--- src/rtl/vx_mask_accum_pkg.sv ---
// vx_mask_accum_pkg
//   Shared helpers for the mask accumulator slice.
//   idx_width(w): width of a bit index into a w-bit mask, never below 1 so a
//   1-bit mask still has a real index port (index 1 is then out of range).
package vx_mask_accum_pkg;

    function automatic int idx_width(input int w);
        return (w <= 1) ? 1 : $clog2(w);
    endfunction

endpackage

--- src/rtl/vx_mask_accum_popcount.sv ---
// vx_popcount
//   Combinational population count.
//   Ports:
//     in_vec  [N-1:0]      vector to count
//     cnt     [CNT_W-1:0]  number of set bits in in_vec
module vx_popcount #(
    parameter int N     = 8,
    parameter int CNT_W = $clog2(N + 1)
) (
    input  logic [N-1:0]     in_vec,
    output logic [CNT_W-1:0] cnt
);

    always_comb begin
        cnt = '0;
        for (int i = 0; i < N; i++) begin
            cnt = cnt + CNT_W'(in_vec[i]);
        end
    end

endmodule

--- src/rtl/vx_mask_accum.sv ---
// vx_mask_accum
//   Rebuilds a bit mask from a stream of leading/trailing-zero encoder
//   indices. Each accepted beat ORs one bit into an accumulator; the beat
//   flagged in_last moves the finished mask, its popcount and an error flag
//   into a one-entry output register.
//   Ports:
//     clk, reset        clock, asynchronous active-low reset
//     in_valid/in_ready index beat handshake
//     in_idx            bit index (from LSB when MODE=0, from MSB when MODE=1)
//     in_empty          beat carries no index
//     in_last           final beat of the current mask
//     out_valid/out_ready  output handshake
//     out_mask, out_count, out_err  rebuilt mask, its popcount, bad-index flag
module vx_mask_accum
    import vx_mask_accum_pkg::*;
#(
    parameter  int WIDTH = 8,
    parameter  int MODE  = 0,
    localparam int IDX_W = idx_width(WIDTH),
    localparam int CNT_W = $clog2(WIDTH + 1)
) (
    input  logic             clk,
    input  logic             reset,
    input  logic             in_valid,
    input  logic [IDX_W-1:0] in_idx,
    input  logic             in_empty,
    input  logic             in_last,
    output logic             in_ready,
    output logic             out_valid,
    output logic [WIDTH-1:0] out_mask,
    output logic [CNT_W-1:0] out_count,
    output logic             out_err,
    input  logic             out_ready
);

    typedef enum logic {EMPTY, FULL} state_t;

    localparam logic [IDX_W:0] LIMIT = (IDX_W + 1)'(WIDTH);

    state_t           state, state_n;
    logic [WIDTH-1:0] acc;
    logic             err;

    logic [WIDTH-1:0] raw_bit, beat_bit;
    logic             accept, out_hs, beat_vld, in_range, beat_err;
    logic [WIDTH-1:0] load_mask;
    logic             load_err;
    logic [CNT_W-1:0] load_cnt;

    assign in_ready  = (state == EMPTY) | out_ready;
    assign out_valid = (state == FULL);
    assign accept    = in_valid & in_ready;
    assign out_hs    = out_valid & out_ready;

    // Out-of-range indices shift the one-hot past the top and leave no bit;
    // in_range still has to be checked for the error flag.
    assign in_range = {1'b0, in_idx} < LIMIT;
    assign raw_bit  = WIDTH'(1) << in_idx;

    // Leading-zero indices count from the MSB: mirror the one-hot.
    for (genvar i = 0; i < WIDTH; i++) begin : g_map
        if (MODE == 1) begin : g_lead
            assign beat_bit[i] = raw_bit[WIDTH-1-i];
        end else begin : g_trail
            assign beat_bit[i] = raw_bit[i];
        end
    end

    assign beat_vld  = accept & ~in_empty;
    assign beat_err  = beat_vld & (~in_range | (|(acc & beat_bit)));
    assign load_mask = acc | (beat_vld ? beat_bit : '0);
    assign load_err  = err | beat_err;

    // Count the value about to be registered so the output path is flop-only.
    vx_popcount #(.N(WIDTH), .CNT_W(CNT_W)) u_popcount (
        .in_vec (load_mask),
        .cnt    (load_cnt)
    );

    always_comb begin
        state_n = state;
        if (accept && in_last) begin
            state_n = FULL;         // reload wins over a same-cycle drain
        end else if (out_hs) begin
            state_n = EMPTY;
        end
    end

    always_ff @(posedge clk or negedge reset) begin
        if (!reset) begin
            state     <= EMPTY;
            acc       <= '0;
            err       <= 1'b0;
            out_mask  <= '0;
            out_count <= '0;
            out_err   <= 1'b0;
        end else begin
            state <= state_n;
            if (accept) begin
                if (in_last) begin
                    out_mask  <= load_mask;
                    out_count <= load_cnt;
                    out_err   <= load_err;
                    acc       <= '0;
                    err       <= 1'b0;
                end else begin
                    acc <= load_mask;
                    err <= load_err;
                end
            end
        end
    end

endmodule

--- config.mk ---
export PLATFORM = sky130hd
export DESIGN_NAME = vx_mask_accum
export DESIGN_NICKNAME = d
export VERILOG_FILES = /design/src/rtl/vx_mask_accum_pkg.sv /design/src/rtl/vx_mask_accum_popcount.sv /design/src/rtl/vx_mask_accum.sv
export SDC_FILE = /design/constraint.sdc
export NUM_CORES = 1
export LEC_CHECK = 0
export ABC_AREA = 1
export CORE_UTILIZATION = 30
export DETAILED_ROUTE_END_ITERATION = 6
export SYNTH_ARGS = -nofsm -noshare
export SYNTH_HDL_FRONTEND = slang
export SYNTH_SLANG_ARGS = --single-unit
--- constraint.sdc ---
create_clock -name clk -period 3.9 [get_ports clk]
set_clock_uncertainty 0.05 [all_clocks]
set_input_delay 0.78 -clock clk [delete_from_list [all_inputs] [get_ports clk]]
set_output_delay 0.78 -clock clk [all_outputs]
set_load 0.02 [all_outputs]
======== Word-level counts from Yosys, hierarchy flattened ========
Index checks and enable logic that the tools add are counted.
cells by class
  muxes and demuxes ....................... 5
  bitwise logic cells ..................... 10
  reductions and logical operators ........ 4
  add/sub/neg operators ................... 7
  shift operators ......................... 1
operators by type and width
  operator               number
  $add A4 B1 Y4          6
  $mux W8                2
  $and A8 B8 Y8          1
  $or A8 B8 Y8           1
  $reduce_or A8 Y1       1
  $shl A1 B3 Y8 const A  1
  $and A1 B1 Y1          4
  $mux W1                3
  $add A1 B1 Y2          1
  $not A1 Y1             2
  $or A1 B1 Y1           2
  $reduce_and A2 Y1      1
  $reduce_bool A2 Y1     1
  $logic_and A1 B1 Y1    1
storage, ports and cells
  register bits after elaboration ......... 23
  logic and storage cells ................. 33
  input port bits ......................... 9
  output and inout port bits .............. 15

======== Logic depth before layout (Yosys ltp) ========
Gate-level depths: netlist of run 1.
  depth after elaboration ................. 13
  mapped depth ............................ 14
  mapped depth without buffers ............ 14

======== Hierarchy ========
Synthesis of run 1 repeated with hierarchy kept, for this count alone.
second synthesis, totals
  cell total of the unflattened synthesis .. 154
  area, all modules ....................... 1,291.2 µm²
by module, submodules not included
  module         area an instance (µm²)  cells each  seq. area each (µm²)  instances
  vx_mask_accum  1,093.5                 126         575.6                 1
  vx_popcount    197.7                   28          0.0                   1

======== Worst setup path before layout of run 1 ========
OpenSTA, ideal clock, no wires.
  path type ............................... in2reg
  start ................................... input out_ready
  end ..................................... register out_count[1]
  setup time .............................. 0.076 ns
  data required time ...................... 3.774 ns
  arrival ................................. 3.521 ns
  setup slack ............................. 0.253 ns
  stages on the path ...................... 12
  path buffers ............................ 0
  cells stage by stage .................... inv_2 > nand2_4 > nand2_4 > nor2_8 > a31o_2 > ha_1 > fa_1 > fa_1 > fa_1 > inv_1 > fa_1 > o21ai_1
between the ends
  longest elaborated chain between the ends .. 12
ends and longest elaborated chain
  element                      RTL line                      text
  from (decl)                  vx_mask_accum.sv:33           input logic out_ready
  $or A1 B1 Y1                 vx_mask_accum.sv:50           assign in_ready = (state == EMPTY) | out_ready;
  via in_ready                 vx_mask_accum.sv:28           output logic in_ready,
  $and A1 B1 Y1                vx_mask_accum.sv:52           assign accept = in_valid & in_ready;
  $and A1 B1 Y1                vx_mask_accum.sv:69           assign beat_vld = accept & ~in_empty;
  $mux W8                      vx_mask_accum.sv:71           assign load_mask = acc | (beat_vld ? beat_bit : '0);
  $or A8 B8 Y8                 vx_mask_accum.sv:71
  via load_mask[0]             vx_mask_accum.sv:46           logic [WIDTH-1:0] load_mask;
  $add A1 B1 Y2                vx_mask_accum_popcount.sv:17  cnt = cnt + CNT_W'(in_vec[i]);
  $add A4 B1 Y4 (6 in series)  vx_mask_accum_popcount.sv:17
  to (signal assigned)         vx_mask_accum.sv:102          out_count <= load_cnt;
  to (decl)                    vx_mask_accum.sv:31           output logic [CNT_W-1:0] out_count,
The timed path passes the listed nets, and every way through them passes these cells.
A chain may end at the register's enable or synchronous reset.

======== Worst setup path in the final report of run 1 ========
  start ................................... input out_ready
  end ..................................... register out_count[1]
between the ends
  longest elaborated chain between the ends .. 12
ends and longest elaborated chain
  element                      RTL line
  $or A1 B1 Y1                 vx_mask_accum.sv:50
  $and A1 B1 Y1                vx_mask_accum.sv:52
  $and A1 B1 Y1                vx_mask_accum.sv:69
  $mux W8                      vx_mask_accum.sv:71
  $or A8 B8 Y8                 vx_mask_accum.sv:71
  via load_mask[0]             vx_mask_accum.sv:46
  $add A1 B1 Y2                vx_mask_accum_popcount.sv:17
  $add A4 B1 Y4 (6 in series)  vx_mask_accum_popcount.sv:17
The timed path passes the listed nets, and every way through them passes these cells.

==> flow_summary.toml, run 1 <==
[worst_setup_path]
path_max_fanout = 4
cp-end-kind = "flop"
worstSetupPathType = "in2reg"
crit_chain = "clkdlybuf4s50_1 > inv_2 > nand2_4 > nand2_4 > nor2_8 > a31o_4 > ha_1 > fa_1 > fa_1 > fa_2 > inv_1 > fa_1 > o21ai_1"
cp.arrival_ns = 3.94
startpoint_type = "input pin"
crit_path_frequent_cell = "fa_1"
crit_path_max_incr_delay_ns = 0.51
r2r_slack_ns = 0.67
required_ns = 4.03
critPathBufInv = 3
crit_family = "adder cells"
cpMaxStageDelayCell = "fa_1"

[yosys]
synthAdderAreaFrac_pct = 9.00
syn_inst = 134
synth_top_area_share_pct = 44.1
synthMuxAreaShare_pct = 0
synthXorXnorAreaFrac_pct = 0.670
synth_cell_types = 24
syn_area_per_cell_um2 = 9.75
synth-simple-area-share_pct = 28.5
synth_compound_area_share_pct = 9.77
synthTopCellsByArea = "dfrtp_1 (44%), nand2_1 (11%), fa_1 (6.1%), o21bai_4 (5.7%), nand3_1 (3.1%)"
synth-seq-area-share_pct = 44.1
ys_warn_count = 0
synth-seq-cells = 23
synth_area_mm2 = 0.00131
syn-num-nets = 150
synth_top_family_by_area = "simple AND/OR/NAND/NOR gates"
synth_top_cell_by_area = "dfrtp_1"

[sta]
tns_ns = 0
max_slew.worst_pin.slew_ns = 0.985
hold_violations = 0
relSlewSlack_pct = 34.1
fmax_ghz = 0.262
fin_crit_sh_pct = 97.7
finalSetupViolCount = 0
slew_viol_final = 0
fin_crit_ns = 3.81
finalWorstSetupSlack_ns = 0.0883
rsz0062_at_grt = "false"

[drt]
finalWirelength_um = 2580
drt-vias-per-instance = 4.58
first_pass_iters = 4
ant_nets = 0
drtIter0Drc = 45
drc_errors = 0
vias = 1002
wl_per_cell_um = 11.8

[power_and_ir_drop]
totalPowerFinal_uw = 638
p_leak_nw = 0.864
p_per_area_mw_per_mm2 = 373
max-vdd-ir-drop_mv = 0.277

[clock_network]
cts_tree = "yes"
clk_pin_slew_worst_paths_ns = 0.08
post_cts_buffers = 0
root_buffer = "clkbuf_8"
htree_levels = 1
cts_hold_buf = 0
clock_latency_ns = 0.26
cts_inserted_buffers = 3
clockBufferDepth = 2
cts.sinks = 23

[floorplan]
fp.dieW_um = 68.0
core-area_mm2 = 0.00409
dieArea_mm2 = 0.00462
rows = 23
initial_core_util_pct = 32.0
dieHeight_um = 68.0
io_pins = 24

[outcome]
outcome = "complete, no violations"

[final_layout]
area_growth_syn_to_layout_pct = 31.0
diodes = 0
final_common_cell = "nand2_1"
nets = 186
layout-drive-gt1-share_pct = 24.3
fillers = 401
final_cell_mix = "nand2_1 (38), dfrtp_1 (23), clkdlybuf4s50_1 (21)"
utilization_pct = 41.9
fin_area_mm2 = 0.00171

[global_routing]
grt_pass1_wl_um = 4450
met1_usage_pct = 16.7
antenna_found_initial = 0
grt-ovfl-total = 0
grtUsageMet2_pct = 21.4
grt-busiest-layer = "met2"
grtUsageMet3_pct = 1.83
grtUsageTotal_pct = 12.7
grt_max_degree = 27
grt_pass1_vias = 1014

[placed_design]
place_hpwl_um = 2020
pre_cts_ws_ns = -0.375
port_buffers = 23
placed_cell_area_mm2 = 0.00166
gp_congestion = 0.795

[job]
cap_violations = 0

[worst_hold_path]
hold_path.class = "reg2reg"
timing repair:
item                                    CTS  global route
pin swaps                                 0             1
endpoints found under the setup margin    2             2
cloned                                    0             0
resized for setup                         2             2
routing by layer:
metal  wire length [um]  share of wire [%]  vias to the layer above
li1                   -                  -                      497
met1               1220                 47                      485
met2               1260                 49                       16
met3                 74                2.9                        4
met4                 29                1.1                        0
met5                  0                  0                        -
path summary, 6_finish.rpt:
kind / from / to / cells past startpoint
min reg2reg: out_mask[3]$_DFFE_PN0P_ / out_mask[3]$_DFFE_PN0P_ / 2
max: out_ready / out_count[1]$_DFFE_PN0P_ / 13
min: out_mask[3]$_DFFE_PN0P_ / out_mask[3]$_DFFE_PN0P_ / 2
max in group asynchronous: reset / acc[3]$_DFFE_PN0N_ / 1
max reg2reg: out_valid$_DFFE_PN0P_ / out_count[1]$_DFFE_PN0P_ / 11
min in group asynchronous: reset / out_err$_DFFE_PN0P_ / 1
cells by family after synthesis:
group | count (synthesis)
adder cells (fa/ha/maj) | 7
buffers and inverters | 19
AO/OA/AOI/OAI | 13
XOR/XNOR | 1
flip-flops | 23
AND/OR/NAND/NOR | 71
registers in the layout (all words and copies together) (netlist names):
signal,count
out_count,4
out_valid,1
out_mask,8
acc,8
out_err,1
err,1
cells in the mapped netlist, drive strengths merged:
library cell / count
xor2: 1
fa: 4
buf: 6
ha: 3
nor2: 10
o21ai: 6
and2: 6
inv: 13
nand4: 6
dfrtp: 23
a31o: 2
nand2: 40
o21bai: 4
nand3: 9
a21oi: 1
worst min-delay path: stages (launching register included):
cell and delay [ns]:
dfrtp_1 0.35, nand2_1 0.05, nand2_1 0.05
report_power, final:
group	total [mW]	internal, mW	switching, mW
Clock	0.143	0.0711	0.0724
Sequential	0.286	0.268	0.0180
Combinational	0.208	0.0992	0.109
area by class of cell:
type | instances | area (um^2) | area share (%)
sequential | 23 | 576 | 33.6
multi-input combinational | 92 | 638 | 37.3
clock buffer | 3 | 41.3 | 2.41
clock inverter | 1 | 5.00 | 0.292
tap | 50 | 62.6 | 3.65
inverter | 13 | 56.3 | 3.29
timing repair buffer | 37 | 333 | 19.4
through the flow:
stage	hold slack, ns	std cells
global placement	0.419	215
floorplan	0.434	134
finish	0.437	219
global route	0.457	219
detailed placement	0.419	215
CTS	0.443	219
Power figures use the tool's default switching activity.
==> run 2, diff against run 1 <==
--- a/config.mk
+++ b/config.mk
@@ -6,7 +6,7 @@
 export NUM_CORES = 1
 export LEC_CHECK = 0
 export ABC_AREA = 1
-export CORE_UTILIZATION = 30
+export CORE_UTILIZATION = 34
 export DETAILED_ROUTE_END_ITERATION = 6
 export SYNTH_ARGS = -nofsm -noshare
 export SYNTH_HDL_FRONTEND = slang
==> flow_summary.toml, run 2 (same netlist as run 1, synthesis figures left out) <==
[clock_network]
htree_levels = 1
cts_tree = "yes"
cts.sinks = 23
clk_pin_slew_worst_paths_ns = 0.08
cts_hold_buf = 0
cts_inserted_buffers = 3
post_cts_buffers = 0
clockBufferDepth = 2
root_buffer = "clkbuf_8"
clock_latency_ns = 0.26

[floorplan]
dieArea_mm2 = 0.00409
dieHeight_um = 64.0
initial_core_util_pct = 35.7
io_pins = 24
rows = 22
core-area_mm2 = 0.00366
fp.dieW_um = 64.0

[sta]
slew_viol_final = 0
rsz0062_at_grt = "false"
hold_violations = 0
tns_ns = 0
relSlewSlack_pct = 34.9
fin_crit_sh_pct = 94.9
max_slew.worst_pin.slew_ns = 0.973
finalSetupViolCount = 0
fin_crit_ns = 3.70
fmax_ghz = 0.270

[drt]
ant_nets = 0
vias = 968
drtIter0Drc = 30
first_pass_iters = 4
drc_errors = 0
drt-vias-per-instance = 4.40
finalWirelength_um = 2390
wl_per_cell_um = 10.9

[final_layout]
nets = 189
utilization_pct = 47.0
diodes = 0
fillers = 351
final_common_cell = "nand2_1"
final_cell_mix = "nand2_1 (38), dfrtp_1 (23), clkdlybuf4s50_1 (21)"
reg_top3 = "acc (8), out_mask (8), out_count (4)"
area_growth_syn_to_layout_pct = 31.8
layout-drive-gt1-share_pct = 25.0

[power_and_ir_drop]
switching_share_pct = 30.6
p_seq_share_pct = 44.9
p_int_uw = 440
max-vdd-ir-drop_mv = 0.241
p_per_area_mw_per_mm2 = 369
p_switching_uw = 194
p_comb_share_pct = 32.6
p_leak_nw = 0.873
p_clk_share_pct = 22.5

[worst_setup_path]
startpoint_type = "input pin"
path_max_fanout = 3
reg2reg_from = "out_valid$_DFFE_PN0P_"
cp-end-kind = "flop"
critPathLaunch = "out_ready"
required_ns = 4.03
worstSetupPathType = "in2reg"
cp.arrival_ns = 3.83

[global_routing]
grt_pass1_wl_um = 4230
grt-ovfl-total = 0
antenna_found_initial = 0
grt_max_degree = 27
grt_pass1_vias = 993
grtUsageTotal_pct = 13.0

[placed_design]
gp_congestion = 0.816
place_hpwl_um = 1890
port_buffers = 23

[worst_hold_path]
hold_path.class = "reg2reg"
min-delay-start = "out_mask[0]$_DFFE_PN0P_"

[job]
cap_violations = 0

[outcome]
outcome = "complete, no violations"
==> run 2: cell types whose count changed in the layout (fill, tap and decap cells not counted), sizes merged <==
| cell | delta |
|---|---|
| clkinv | -1 |
| buf | +3 |
| clkbuf | +1 |
==> run 2: power by group through the flow <==
stage               Sequential (mW)  Combinational [mW]  Clock (mW)
floorplan                     0.316              0.0917           0
global placement              0.290               0.209           0
detailed placement            0.290               0.209           0
CTS                           0.285               0.211       0.146
global route                  0.289               0.229       0.157
finish                        0.285               0.207       0.143
==> run 2: worst paths after layout <==
path,endpoint,slack [ns],cells past startpoint
min in group asynchronous,out_count[2]$_DFFE_PN0P_,1.01,1
max in group asynchronous,out_mask[3]$_DFFE_PN0P_,2.20,1
hold / removal,out_mask[0]$_DFFE_PN0P_,0.44,2
setup / recovery,out_count[1]$_DFFE_PN0P_,0.20,13
setup reg to reg,out_count[1]$_DFFE_PN0P_,0.79,11
hold reg to reg,out_mask[0]$_DFFE_PN0P_,0.44,2
==> run 2: per-layer routing <==
metal	wire length [um]	global-route usage (%)
met1	1220	18.2
met2	1120	21.0
met3	50	1.61
met4	0	3.41
met5	0	0
==> run 2: cell type report <==
class	count	area, um^2	share of cell area, %
inverter	13	56.3	3.27
multi-input combinational	92	629	36.6
clock buffer	4	45.0	2.62
tap	48	60.1	3.49
timing repair buffer	40	355	20.6
sequential	23	576	33.4
==> run 2: worst max-delay path, stage by stage <==
cell and delay [ns]:
clkdlybuf4s50_1 0.41, inv_2 0.07, nand2_4 0.05, nand2_4 0.08, nor2_8 0.04, a31o_2 0.21
ha_1 0.30, fa_1 0.50, fa_1 0.43, fa_2 0.35, inv_1 0.07, fa_1 0.40
o21ai_1 0.13
==> run 2: repair_timing <==
action	in CTS	in global routing
endpoints found under the setup margin	1	2
pin swaps	0	3
gates resized for setup	2	1
==> run 2: per-stage QoR <==
stage          hold WS (ns)  setup WS [ns]  power [mW]  cells  area, um^2
6_report              0.442          0.199       0.635    220        1720
2_1_floorplan         0.434          0.253       0.408    134        1310
5_1_grt               0.467         0.0375       0.675    220        1720
3_5_place_dp          0.417         -0.305       0.499    216        1680
4_1_cts               0.445         0.0130       0.643    220        1720
3_3_place_gp          0.416         -0.251       0.498    216        1680
